[src/rtl/vh_sweep_pkg.sv]
// Shared types and constants for the exhaustive-sweep MISR harness.
package vh_sweep_pkg;

    typedef enum logic [1:0] {
        IDLE,
        RUN,
        DRAIN,
        DONE
    } state_t;

    localparam logic [31:0] DEFAULT_POLY = 32'h04C11DB7;

    // Number of SIG_WIDTH chunks a zero-padded y splits into before XOR folding.
    function automatic int fold_chunks(input int y_width, input int sig_width);
        return (y_width + sig_width - 1) / sig_width;
    endfunction

endpackage

[src/rtl/vh_sweep_misr_if.sv]
// Stimulus, response and signature handshake between the sweep harness and its environment.
interface vh_sweep_misr_if #(
    parameter int IN_WIDTH  = 8,
    parameter int Y_WIDTH   = 16,
    parameter int SIG_WIDTH = 32
);
    logic                 start;
    logic                 abort;
    logic [IN_WIDTH-1:0]  stim;
    logic                 stim_valid;
    logic [Y_WIDTH-1:0]   y;
    logic                 busy;
    logic [SIG_WIDTH-1:0] sig;
    logic                 sig_valid;
    logic                 sig_ack;

    modport master (
        input  start, abort, y, sig_ack,
        output stim, stim_valid, busy, sig, sig_valid
    );

    modport slave (
        output start, abort, y, sig_ack,
        input  stim, stim_valid, busy, sig, sig_valid
    );
endinterface

[src/rtl/vh_misr.sv]
// Multiple-input signature register: folds a wide response word into SIG_WIDTH bits
// and mixes it into a Galois-style LFSR step.
module vh_misr
    import vh_sweep_pkg::*;
#(
    parameter int                   Y_WIDTH   = 16,
    parameter int                   SIG_WIDTH = 32,
    parameter logic [SIG_WIDTH-1:0] POLY      = SIG_WIDTH'(DEFAULT_POLY),
    parameter logic [SIG_WIDTH-1:0] RST_VAL   = '1
) (
    input  logic                 clk,
    input  logic                 rst,
    input  logic                 load,
    input  logic [SIG_WIDTH-1:0] seed,
    input  logic                 en,
    input  logic [Y_WIDTH-1:0]   din,
    output logic [SIG_WIDTH-1:0] q
);
    localparam int CHUNKS = fold_chunks(Y_WIDTH, SIG_WIDTH);
    localparam int PAD_W  = CHUNKS * SIG_WIDTH;

    logic [PAD_W-1:0]     din_pad;
    logic [SIG_WIDTH-1:0] folded;
    logic [SIG_WIDTH-1:0] step;

    always_comb begin
        din_pad = PAD_W'(din);
        folded  = '0;
        for (int i = 0; i < CHUNKS; i++) begin
            folded = folded ^ din_pad[i*SIG_WIDTH +: SIG_WIDTH];
        end
        step = {q[SIG_WIDTH-2:0], 1'b0} ^ (q[SIG_WIDTH-1] ? POLY : '0) ^ folded;
    end

    // NOTE: non-blocking assignments in clocked processes so every flop samples pre-edge values.
    always_ff @(posedge clk or posedge rst) begin
        if (rst) begin
            q <= RST_VAL;
        end else if (load) begin
            q <= seed;
        end else if (en) begin
            q <= step;
        end
    end
endmodule

[src/rtl/vh_sweep_misr.sv]
// Exhaustive input sweep plus MISR signature capture around a single-input DUT.
// Holds the sweep FSM, the stimulus counter and the capture-valid delay line.
module vh_sweep_misr
    import vh_sweep_pkg::*;
#(
    parameter int                   IN_WIDTH  = 8,
    parameter int                   Y_WIDTH   = 16,
    parameter int                   SIG_WIDTH = 32,
    parameter logic [SIG_WIDTH-1:0] POLY      = SIG_WIDTH'(DEFAULT_POLY),
    parameter logic [SIG_WIDTH-1:0] SEED      = '1,
    parameter int                   LAT       = 0
) (
    input logic             clk,
    input logic             rst,
    vh_sweep_misr_if.master bus
);
    localparam logic [IN_WIDTH:0] CNT_ONE    = 1;
    localparam logic [3:0]        DRAIN_LAST = (LAT > 0) ? 4'(LAT - 1) : 4'd0;

    state_t            state, state_nxt;
    logic [IN_WIDTH:0] cnt, cnt_inc;
    logic [3:0]        dcnt;
    logic              in_run, flush, misr_load, cap_en;

    assign cnt_inc = cnt + CNT_ONE;
    assign in_run  = (state == RUN);
    assign flush   = bus.abort && (state != IDLE);

    always_ff @(posedge clk or posedge rst) begin
        if (rst) state <= IDLE;
        else     state <= state_nxt;
    end

    // NOTE: defaults first so every path assigns every output and no latch is inferred.
    always_comb begin
        state_nxt = state;
        misr_load = 1'b0;
        case (state)
            IDLE:  if (bus.start) begin
                       state_nxt = RUN;
                       misr_load = 1'b1;
                   end
            // The extra counter MSB flags that all 2**IN_WIDTH values have been driven.
            RUN:   if (cnt_inc[IN_WIDTH]) state_nxt = (LAT == 0) ? DONE : DRAIN;
            DRAIN: if (dcnt == DRAIN_LAST) state_nxt = DONE;
            DONE:  if (bus.sig_ack) state_nxt = IDLE;
            default: state_nxt = IDLE;
        endcase
        if (flush) begin
            state_nxt = IDLE;
            misr_load = 1'b1;
        end
    end

    always_ff @(posedge clk or posedge rst) begin
        if (rst) begin
            cnt  <= '0;
            dcnt <= '0;
        end else begin
            cnt  <= in_run ? cnt_inc : '0;
            dcnt <= (state == DRAIN) ? dcnt + 4'd1 : 4'd0;
        end
    end

    // Align stim_valid with the DUT's pipelined response.
    generate
        if (LAT == 0) begin : g_no_delay
            assign cap_en = in_run;
        end else begin : g_delay
            logic [LAT-1:0] vld_d;
            always_ff @(posedge clk or posedge rst) begin
                if (rst || 1'b0) begin
                    vld_d <= '0;
                end else if (flush) begin
                    vld_d <= '0;
                end else begin
                    vld_d[0] <= in_run;
                    for (int i = 1; i < LAT; i++) vld_d[i] <= vld_d[i-1];
                end
            end
            assign cap_en = vld_d[LAT-1];
        end
    endgenerate

    vh_misr #(
        .Y_WIDTH  (Y_WIDTH),
        .SIG_WIDTH(SIG_WIDTH),
        .POLY     (POLY),
        .RST_VAL  (SEED)
    ) u_misr (
        .clk (clk),
        .rst (rst),
        .load(misr_load),
        .seed(SEED),
        .en  (cap_en),
        .din (bus.y),
        .q   (bus.sig)
    );

    assign bus.stim       = in_run ? cnt[IN_WIDTH-1:0] : '0;
    assign bus.stim_valid = in_run;
    assign bus.busy       = in_run || (state == DRAIN);
    assign bus.sig_valid  = (state == DONE);
endmodule

[src/flat_wrapper.sv]
// flat-port wrapper written by rule: the top's interface ports become plain ports
module vh_sweep_misr_flat import vh_sweep_pkg::*;
#(
    parameter int                   IN_WIDTH  = 8,
    parameter int                   Y_WIDTH   = 16,
    parameter int                   SIG_WIDTH = 32,
    parameter logic [SIG_WIDTH-1:0] POLY      = SIG_WIDTH'(DEFAULT_POLY),
    parameter logic [SIG_WIDTH-1:0] SEED      = '1,
    parameter int                   LAT       = 0
)
  (clk, rst, bus_start, bus_abort, bus_y, bus_sig_ack, bus_stim, bus_stim_valid, bus_busy, bus_sig, bus_sig_valid);
  vh_sweep_misr_if #(.IN_WIDTH(IN_WIDTH), .Y_WIDTH(Y_WIDTH), .SIG_WIDTH(SIG_WIDTH)) bus_i ();
  input logic clk;
  input logic rst;
  input wire logic [$bits(bus_i.start)-1:0] bus_start;
  input wire logic [$bits(bus_i.abort)-1:0] bus_abort;
  input wire logic [$bits(bus_i.y)-1:0] bus_y;
  input wire logic [$bits(bus_i.sig_ack)-1:0] bus_sig_ack;
  output wire logic [$bits(bus_i.stim)-1:0] bus_stim;
  output wire logic [$bits(bus_i.stim_valid)-1:0] bus_stim_valid;
  output wire logic [$bits(bus_i.busy)-1:0] bus_busy;
  output wire logic [$bits(bus_i.sig)-1:0] bus_sig;
  output wire logic [$bits(bus_i.sig_valid)-1:0] bus_sig_valid;
  assign bus_i.start = bus_start;
  assign bus_i.abort = bus_abort;
  assign bus_i.y = bus_y;
  assign bus_i.sig_ack = bus_sig_ack;
  assign bus_stim = bus_i.stim;
  assign bus_stim_valid = bus_i.stim_valid;
  assign bus_busy = bus_i.busy;
  assign bus_sig = bus_i.sig;
  assign bus_sig_valid = bus_i.sig_valid;
  vh_sweep_misr #(.IN_WIDTH(IN_WIDTH), .Y_WIDTH(Y_WIDTH), .SIG_WIDTH(SIG_WIDTH), .POLY(POLY), .SEED(SEED), .LAT(LAT)) u_core (.clk(clk), .rst(rst), .bus(bus_i));
endmodule
[config.mk]
export PLATFORM = sky130hd
export DESIGN_NAME = vh_sweep_misr_flat
export DESIGN_NICKNAME = d
export VERILOG_FILES = /design/src/rtl/vh_sweep_pkg.sv /design/src/rtl/vh_sweep_misr_if.sv /design/src/rtl/vh_misr.sv /design/src/rtl/vh_sweep_misr.sv /design/src/flat_wrapper.sv
export SDC_FILE = /design/constraint.sdc
export NUM_CORES = 1
export LEC_CHECK = 0
export ABC_AREA = 1
export CORE_MARGIN = 1
export CORE_UTILIZATION = 45
export DETAILED_ROUTE_END_ITERATION = 6
export GPL_TIMING_DRIVEN = 0
export MAX_ROUTING_LAYER = met4
export PLACE_DENSITY = 0.74
export SLEW_MARGIN = 20
export SYNTH_ARGS = -nofsm -noshare
export SYNTH_HDL_FRONTEND = slang
export SYNTH_HIERARCHICAL = 1
export SYNTH_SLANG_ARGS = --single-unit
[constraint.sdc]
create_clock -name clk -period 1.85 [get_ports clk]
set_clock_uncertainty 0.1 [all_clocks]
set_input_delay 0.2775 -clock clk [delete_from_list [all_inputs] [get_ports clk]]
set_output_delay 0.2775 -clock clk [all_outputs]
set_load 0.01 [all_outputs]
Yosys cells after proc, flatten, opt, wreduce, memory -nomap -nowiden. Cells that the tools add are included.

Flip-flop bits (word level): 47. Logic and storage cells: 37.

Add/subtract/negate cells: 2. Equal/unequal tests: 7. Multiplexer cells: 15. Bitwise operators: 2. Reductions and logical operators: 7.

Operators with widths (count): 32-bit 2-to-1 mux (2); 32-bit by 16-bit XOR with 32-bit output (1); 32-bit by 27-bit XOR with 32-bit output (1); 27-bit 2-to-1 mux (1); 2-bit 2-to-1 mux (5); 9-bit by 1-bit adder with 9-bit output (second input constant) (1); 9-bit 2-to-1 mux (1); 3-bit by 2-bit inequality test with 1-bit output (second input constant) (3); 8-bit 2-to-1 mux (1); 2-bit one-hot mux with 4 select lines (1); 4-bit by 1-bit adder with 4-bit output (second input constant) (1); 2-bit equality test (second input constant) (2); 4-bit zero test (1); 4-bit 2-to-1 mux (1); 4-bit AND reduction (1); 2-bit nonzero test (2); 1-bit 2-to-1 mux (3); 3-bit by 1-bit inequality test with 1-bit output (second input constant) (1); 2-bit by 1-bit equality test with 1-bit output (second input constant) (1); 2-bit zero test (1); 1-bit logical AND (1); 1-bit logical OR (1).

Longest topological paths before layout.
Word-level depth: 5. Gate-level depth with buffers: 10.

By module. The synthesis kept the hierarchy.

Modules (own cells, without submodules): vh_misr (instances 1, cells each 221, area an instance 1757.9 µm², seq. area each 840.8 µm²); vh_sweep_misr (instances 1, cells each 108, area an instance 845.8 µm², seq. area each 375.4 µm²).

Least setup slack after synthesis. No wires, ideal clock.

Kind: register to register. Start: register u_core.state[0]. End: register u_core.u_misr.q[10]. Arrival: 1508 ps. Required time: 1688 ps. Slack: 181 ps. Stages on the path, launching flop included: 11. Path buffers: 2. Cell sequence: dfrtp_1 inv_1 ha_1 inv_1 nand2_1 o21ai_0 buf_4 nor2_2 buf_2 nand3_1 nand2_1.

Cells in the longest elaborated chain, start to end: 4. Elaborated cells between the ends (all ways): 8. Classes of those cells: eq/ne: 1; mux: 3; reduce/logical: 4.

RTL lines: start: declaration (line vh_sweep_misr.sv:20) `state_t state, state_nxt;`; start signal: assignment (line vh_sweep_misr.sv:31) `else state <= state_nxt;`; 2-bit zero test / 2-bit nonzero test (equally long branches) (line vh_sweep_misr.sv:38, vh_sweep_misr.sv:27); 1-bit 2-to-1 mux / 1-bit logical AND (equally long branches) (line vh_sweep_misr.sv:38, vh_sweep_misr.sv:27); 1-bit 2-to-1 mux (*) (line vh_sweep_misr.sv:49) `if (flush) begin`; named net u_core.misr_load (line vh_sweep_misr.sv:23) `logic in_run, flush, misr_load, cap_en;`; 32-bit 2-to-1 mux / 2-bit nonzero test (equally long branches); end signal: assignment (line vh_misr.sv:42) `q <= step;`; end: declaration (line vh_misr.sv:17) `output logic [SIG_WIDTH-1:0] q`.

The timed path passes the listed nets; every way through them passes the cells marked *. A chain may end at the register's enable or synchronous reset.

Worst setup path in the final report.
Start: register u_core.u_misr.q[6]. End: output port bus_sig[6].

RTL lines: end: declaration (line flat_wrapper.sv:22) `output wire logic [$bits(bus_i.sig)-1:0] bus_sig;`.

No word-level cell between the ends.

==> impl_metrics.prom <==
# TYPE chip_impl_metric gauge
chip_impl_metric{name="dp_cells",unit=""} 495
chip_impl_info{name="critical_path.reg2reg.startpoint",value="u_core/state[1]$_DFFE_PP0P_"} 1
chip_impl_metric{name="clock_latency_on_the_worst_skew_pair",unit="ns"} 0.30
chip_impl_metric{name="gpl_wtd_cong",unit=""} 0.759
chip_impl_metric{name="total_switching_power",unit="mW"} 2.40
chip_impl_metric{name="clkTransAtPathRegs",unit="ns"} 0.08
chip_impl_metric{name="finalSetupTns",unit="ns"} 0
chip_impl_metric{name="setup_viol_count_final",unit=""} 0
chip_impl_info{name="worstSetupEndpointType",value="primary output"} 1
chip_impl_metric{name="ys_warn_count",unit=""} 6
chip_impl_metric{name="grt-ovfl-total",unit=""} 0
chip_impl_info{name="cpLargestDelayFamily",value="flip-flops"} 1
chip_impl_metric{name="avgRoutedWirePerCell",unit="um"} 12.2
chip_impl_metric{name="tritoncts.num_buffers",unit=""} 5
chip_impl_metric{name="synth.yosys.seq_area_share",unit="%"} 46.7
chip_impl_metric{name="std_cell_rows",unit=""} 27
chip_impl_metric{name="synth_enable_flop_cells",unit=""} 0
chip_impl_info{name="tritoncts",value="yes"} 1
chip_impl_metric{name="die_x",unit="um"} 78.1
chip_impl_metric{name="die_area",unit="sq um"} 6090
chip_impl_metric{name="leakagePower",unit="nW"} 1.78
chip_impl_info{name="slowest_stage",value="sky130_fd_sc_hd__dfstp_2"} 1
chip_impl_metric{name="route.final.wire_length",unit="um"} 6200
chip_impl_info{name="mostFrequentLayoutCells",value="sky130_fd_sc_hd__nand2_1 (99), sky130_fd_sc_hd__clkdlybuf4s50_1 (52), sky130_fd_sc_hd__inv_1 (41)"} 1
chip_impl_metric{name="cellInternalPower",unit="mW"} 3.60
chip_impl_metric{name="worstPathRequired",unit="ns"} 1.47
chip_impl_metric{name="synthesis.area_per_instance",unit="sq um"} 7.91
chip_impl_metric{name="postSynth.asyncResetShare",unit="%"} 100
chip_impl_metric{name="grt_first_pass_wirelength",unit="um"} 10400
chip_impl_metric{name="detail_route.first_pass.iterations",unit=""} 4
chip_impl_metric{name="critical-path-max-stage-delay",unit="ns"} 0.57
chip_impl_metric{name="clock_power_share",unit="%"} 10.0
chip_impl_metric{name="cells_after_synthesis",unit=""} 329
chip_impl_metric{name="fmax",unit="MHz"} 557
chip_impl_metric{name="grt_antenna_before_repair",unit=""} 0
chip_impl_metric{name="final_net_count",unit=""} 465
chip_impl_info{name="start_kind",value="flop"} 1
chip_impl_metric{name="detailed_place_hpwl",unit="um"} 4270
chip_impl_metric{name="finalHoldViolCount",unit=""} 0
chip_impl_metric{name="design.portCount",unit=""} 64
chip_impl_metric{name="peakVddDrop",unit="mV"} 0.917
chip_impl_metric{name="post_cts_hold_buffer_count",unit=""} 0
chip_impl_metric{name="drt_first_iter_violations",unit=""} 148
chip_impl_metric{name="worst-path-buf-inv",unit=""} 1
chip_impl_info{name="synth-main-ff-cell",value="sky130_fd_sc_hd__dfstp_2"} 1
chip_impl_metric{name="post_route_cells_drive_above_1_share",unit="%"} 19.9
chip_impl_info{name="grt_setup_unrepaired",value="false"} 1
chip_impl_metric{name="regToRegSetupSlack",unit="ns"} 0.12
chip_impl_metric{name="y_dimension_of_the_die",unit="um"} 78.1
chip_impl_metric{name="area.growth.synth_to_final",unit="%"} 39.2
chip_impl_metric{name="max-cap-violations",unit=""} 0
chip_impl_metric{name="finalCriticalPeriod",unit="ns"} 1.79
chip_impl_metric{name="grt_usage",unit="%"} 22.6
chip_impl_info{name="critical_path_class",value="flop to primary output"} 1
chip_impl_metric{name="largest_net_degree_at_the_start_of_global_routing",unit=""} 33
chip_impl_metric{name="num_vias",unit=""} 2404
chip_impl_metric{name="via_per_inst",unit=""} 4.72
chip_impl_metric{name="r2r.worst_path.cells",unit=""} 10
chip_impl_metric{name="final.fill_count",unit=""} 467
chip_impl_metric{name="clock_path_buffers",unit=""} 2
chip_impl_metric{name="initial_core_util",unit="%"} 47.0
chip_impl_info{name="endpoint_of_the_worst_slack_reg_to_reg_timing_path",value="u_core/u_misr/q[16]$_DFFE_PP1P_"} 1
chip_impl_metric{name="core_area",unit="sq um"} 5540
chip_impl_metric{name="number_of_global_route_vias_before_repair",unit=""} 2245
chip_impl_metric{name="final_area",unit="sq um"} 3620
chip_impl_metric{name="h-tree-depth",unit=""} 2
chip_impl_metric{name="drc_errors",unit=""} 0
chip_impl_metric{name="final_cells",unit=""} 509
chip_impl_info{name="hold_path.class",value="input pin to async pin"} 1
chip_impl_info{name="outcome",value="completed"} 1
chip_impl_info{name="cp_cell_sequence",value="clkdlybuf4s50_1"} 1
chip_impl_info{name="mostFrequentLayoutCell",value="sky130_fd_sc_hd__nand2_1"} 1
chip_impl_metric{name="worst-path-max-fanout",unit=""} 4
chip_impl_metric{name="cp_data_arrival_time",unit="ns"} 1.42
chip_impl_metric{name="power_frac_comb",unit="%"} 55.3
chip_impl_metric{name="power.total",unit="mW"} 6.01
chip_impl_metric{name="netlist-cell-type-count",unit=""} 25
chip_impl_metric{name="antenna_violating_nets_left",unit=""} 0
chip_impl_metric{name="slew_viol_final",unit=""} 0
chip_impl_metric{name="transition_time_at_the_pin_with_the_least_slew_margin",unit="ns"} 0.666
chip_impl_metric{name="maxSlewHeadroom",unit="%"} 55.5
chip_impl_metric{name="timing.final.crit_share",unit="%"} 97.0
chip_impl_metric{name="portBuffers",unit=""} 63
chip_impl_info{name="clock-root-buffer",value="sky130_fd_sc_hd__clkbuf_8"} 1
chip_impl_metric{name="sw_frac_of_total",unit="%"} 40.0
chip_impl_metric{name="cts_sinks",unit=""} 47
chip_impl_metric{name="yosys_register_bits",unit=""} 47
chip_impl_metric{name="antenna_cells",unit=""} 0
chip_impl_metric{name="placed_area",unit="sq um"} 3440
chip_impl_metric{name="power.density",unit="nW/um^2"} 1660
chip_impl_metric{name="p_seq_share",unit="%"} 34.7
chip_impl_metric{name="mappedNetlistArea",unit="sq um"} 2600
-- power by group through the flow --
| stage | combinational [mW] | sequential (mW) | clock, mW |
|---|---|---|---|
| 4_1_cts | 3.19 | 2.09 | 0.613 |
| 3_3_place_gp | 2.93 | 2.09 | 0 |
| 3_5_place_dp | 3.00 | 2.10 | 0 |
| 6_report | 3.32 | 2.09 | 0.599 |
| 2_1_floorplan | 1.61 | 2.20 | 0 |
| 5_1_grt | 3.66 | 2.15 | 0.653 |
-- routing by layer --
layer  GRT usage, %  wire length, um  part of all wire (%)
met1           28.0             2830                    46
met2           37.5             3000                    48
met3           3.49              266                   4.3
met5              -                0                     0
met4           8.33               99                   1.6
-- synthesized netlist by cell type, types with 6 or more instances --
| library cell | count | area share (%) |
|---|---|---|
| sky130_fd_sc_hd__a22oi_1 | 20 | 5.8 |
| sky130_fd_sc_hd__dfstp_2 | 32 | 32 |
| sky130_fd_sc_hd__nor2_1 | 9 | 1.3 |
| sky130_fd_sc_hd__o21ai_0 | 6 | 1.2 |
| sky130_fd_sc_hd__nand2_1 | 101 | 15 |
| sky130_fd_sc_hd__buf_2 | 8 | 1.5 |
| sky130_fd_sc_hd__xnor2_1 | 12 | 4.0 |
| sky130_fd_sc_hd__nand3_1 | 35 | 6.7 |
| sky130_fd_sc_hd__inv_1 | 45 | 6.5 |
| sky130_fd_sc_hd__ha_1 | 7 | 3.4 |
| sky130_fd_sc_hd__o21ai_1 | 10 | 1.9 |
| sky130_fd_sc_hd__dfrtp_1 | 15 | 14 |
| sky130_fd_sc_hd__a21oi_1 | 8 | 1.5 |
-- worst max path at each step --
stage / slack (ns) / endpoint / cells past startpoint / start
after floorplan: 0.18 / u_core/u_misr/q[10]$_DFFE_PP1P_ / 10 / u_core/state[0]$_DFFE_PP0P_
after global placement: -0.38 / bus_stim[7] / 6 / u_core/state[1]$_DFFE_PP0P_
after detailed placement: -0.38 / bus_stim[7] / 6 / u_core/state[1]$_DFFE_PP0P_
after CTS: -0.03 / bus_stim[7] / 6 / u_core/state[0]$_DFFE_PP0P_
after global routing: 0.0009 / bus_stim[6] / 6 / u_core/state[0]$_DFFE_PP0P_
final: 0.06 / bus_sig[6] / 1 / u_core/u_misr/q[6]$_DFFE_PP1P_
-- metrics by stage --
step / utilization [%] / hold slack [ns] / worst slack, ns
after floorplan: - / 0.0790 / 0.181
after global placement: 62.1 / 0.373 / -0.376
after detailed placement: 62.1 / 0.381 / -0.377
after CTS: 64.8 / 0.326 / -0.0318
after global routing: 65.4 / 0.336 / 0.000942
final: 65.4 / 0.307 / 0.0551
-- sequential cells by signal, indices dropped and copies added, names as in the netlist --
register / count
u_core/dcnt: 4
u_core/u_misr/q: 32
u_core/state: 2
u_core/cnt: 9
-- timing repair --
| action | CTS | global route |
|---|---|---|
| endpoints found under the hold margin | 0 | 0 |
| buffers inserted | 4 | 3 |
| setup endpoints to repair | 41 | 39 |
| pin swaps | 0 | 4 |
| gates resized for setup | 43 | 22 |
-- kinds of logic after synthesis --
| kind of cell | count (synthesis) | share of synthesized area [%] |
|---|---|---|
| buffers and inverters | 61 | 9.47 |
| and+or+nand+nor | 155 | 25.3 |
| other | 1 | 0.144 |
| AOI/OAI and AO/OA | 45 | 10.6 |
| DFF | 47 | 46.7 |
| xor gates and xnor gates | 13 | 4.37 |
| adders and majority gates | 7 | 3.36 |
-- cell type report --
cell class | instances | area [sq um] | area share, %
clock buffers | 7 | 76.3 | 2.11
inverters | 48 | 180 | 4.97
repair buffers | 70 | 648 | 17.9
multi-input cells | 252 | 1300 | 35.8
flip-flops and latches | 47 | 1220 | 33.6
well taps | 72 | 90.1 | 2.49
plain buffers | 13 | 113 | 3.11
No activity file was read; power rests on OpenSTA's default activity.
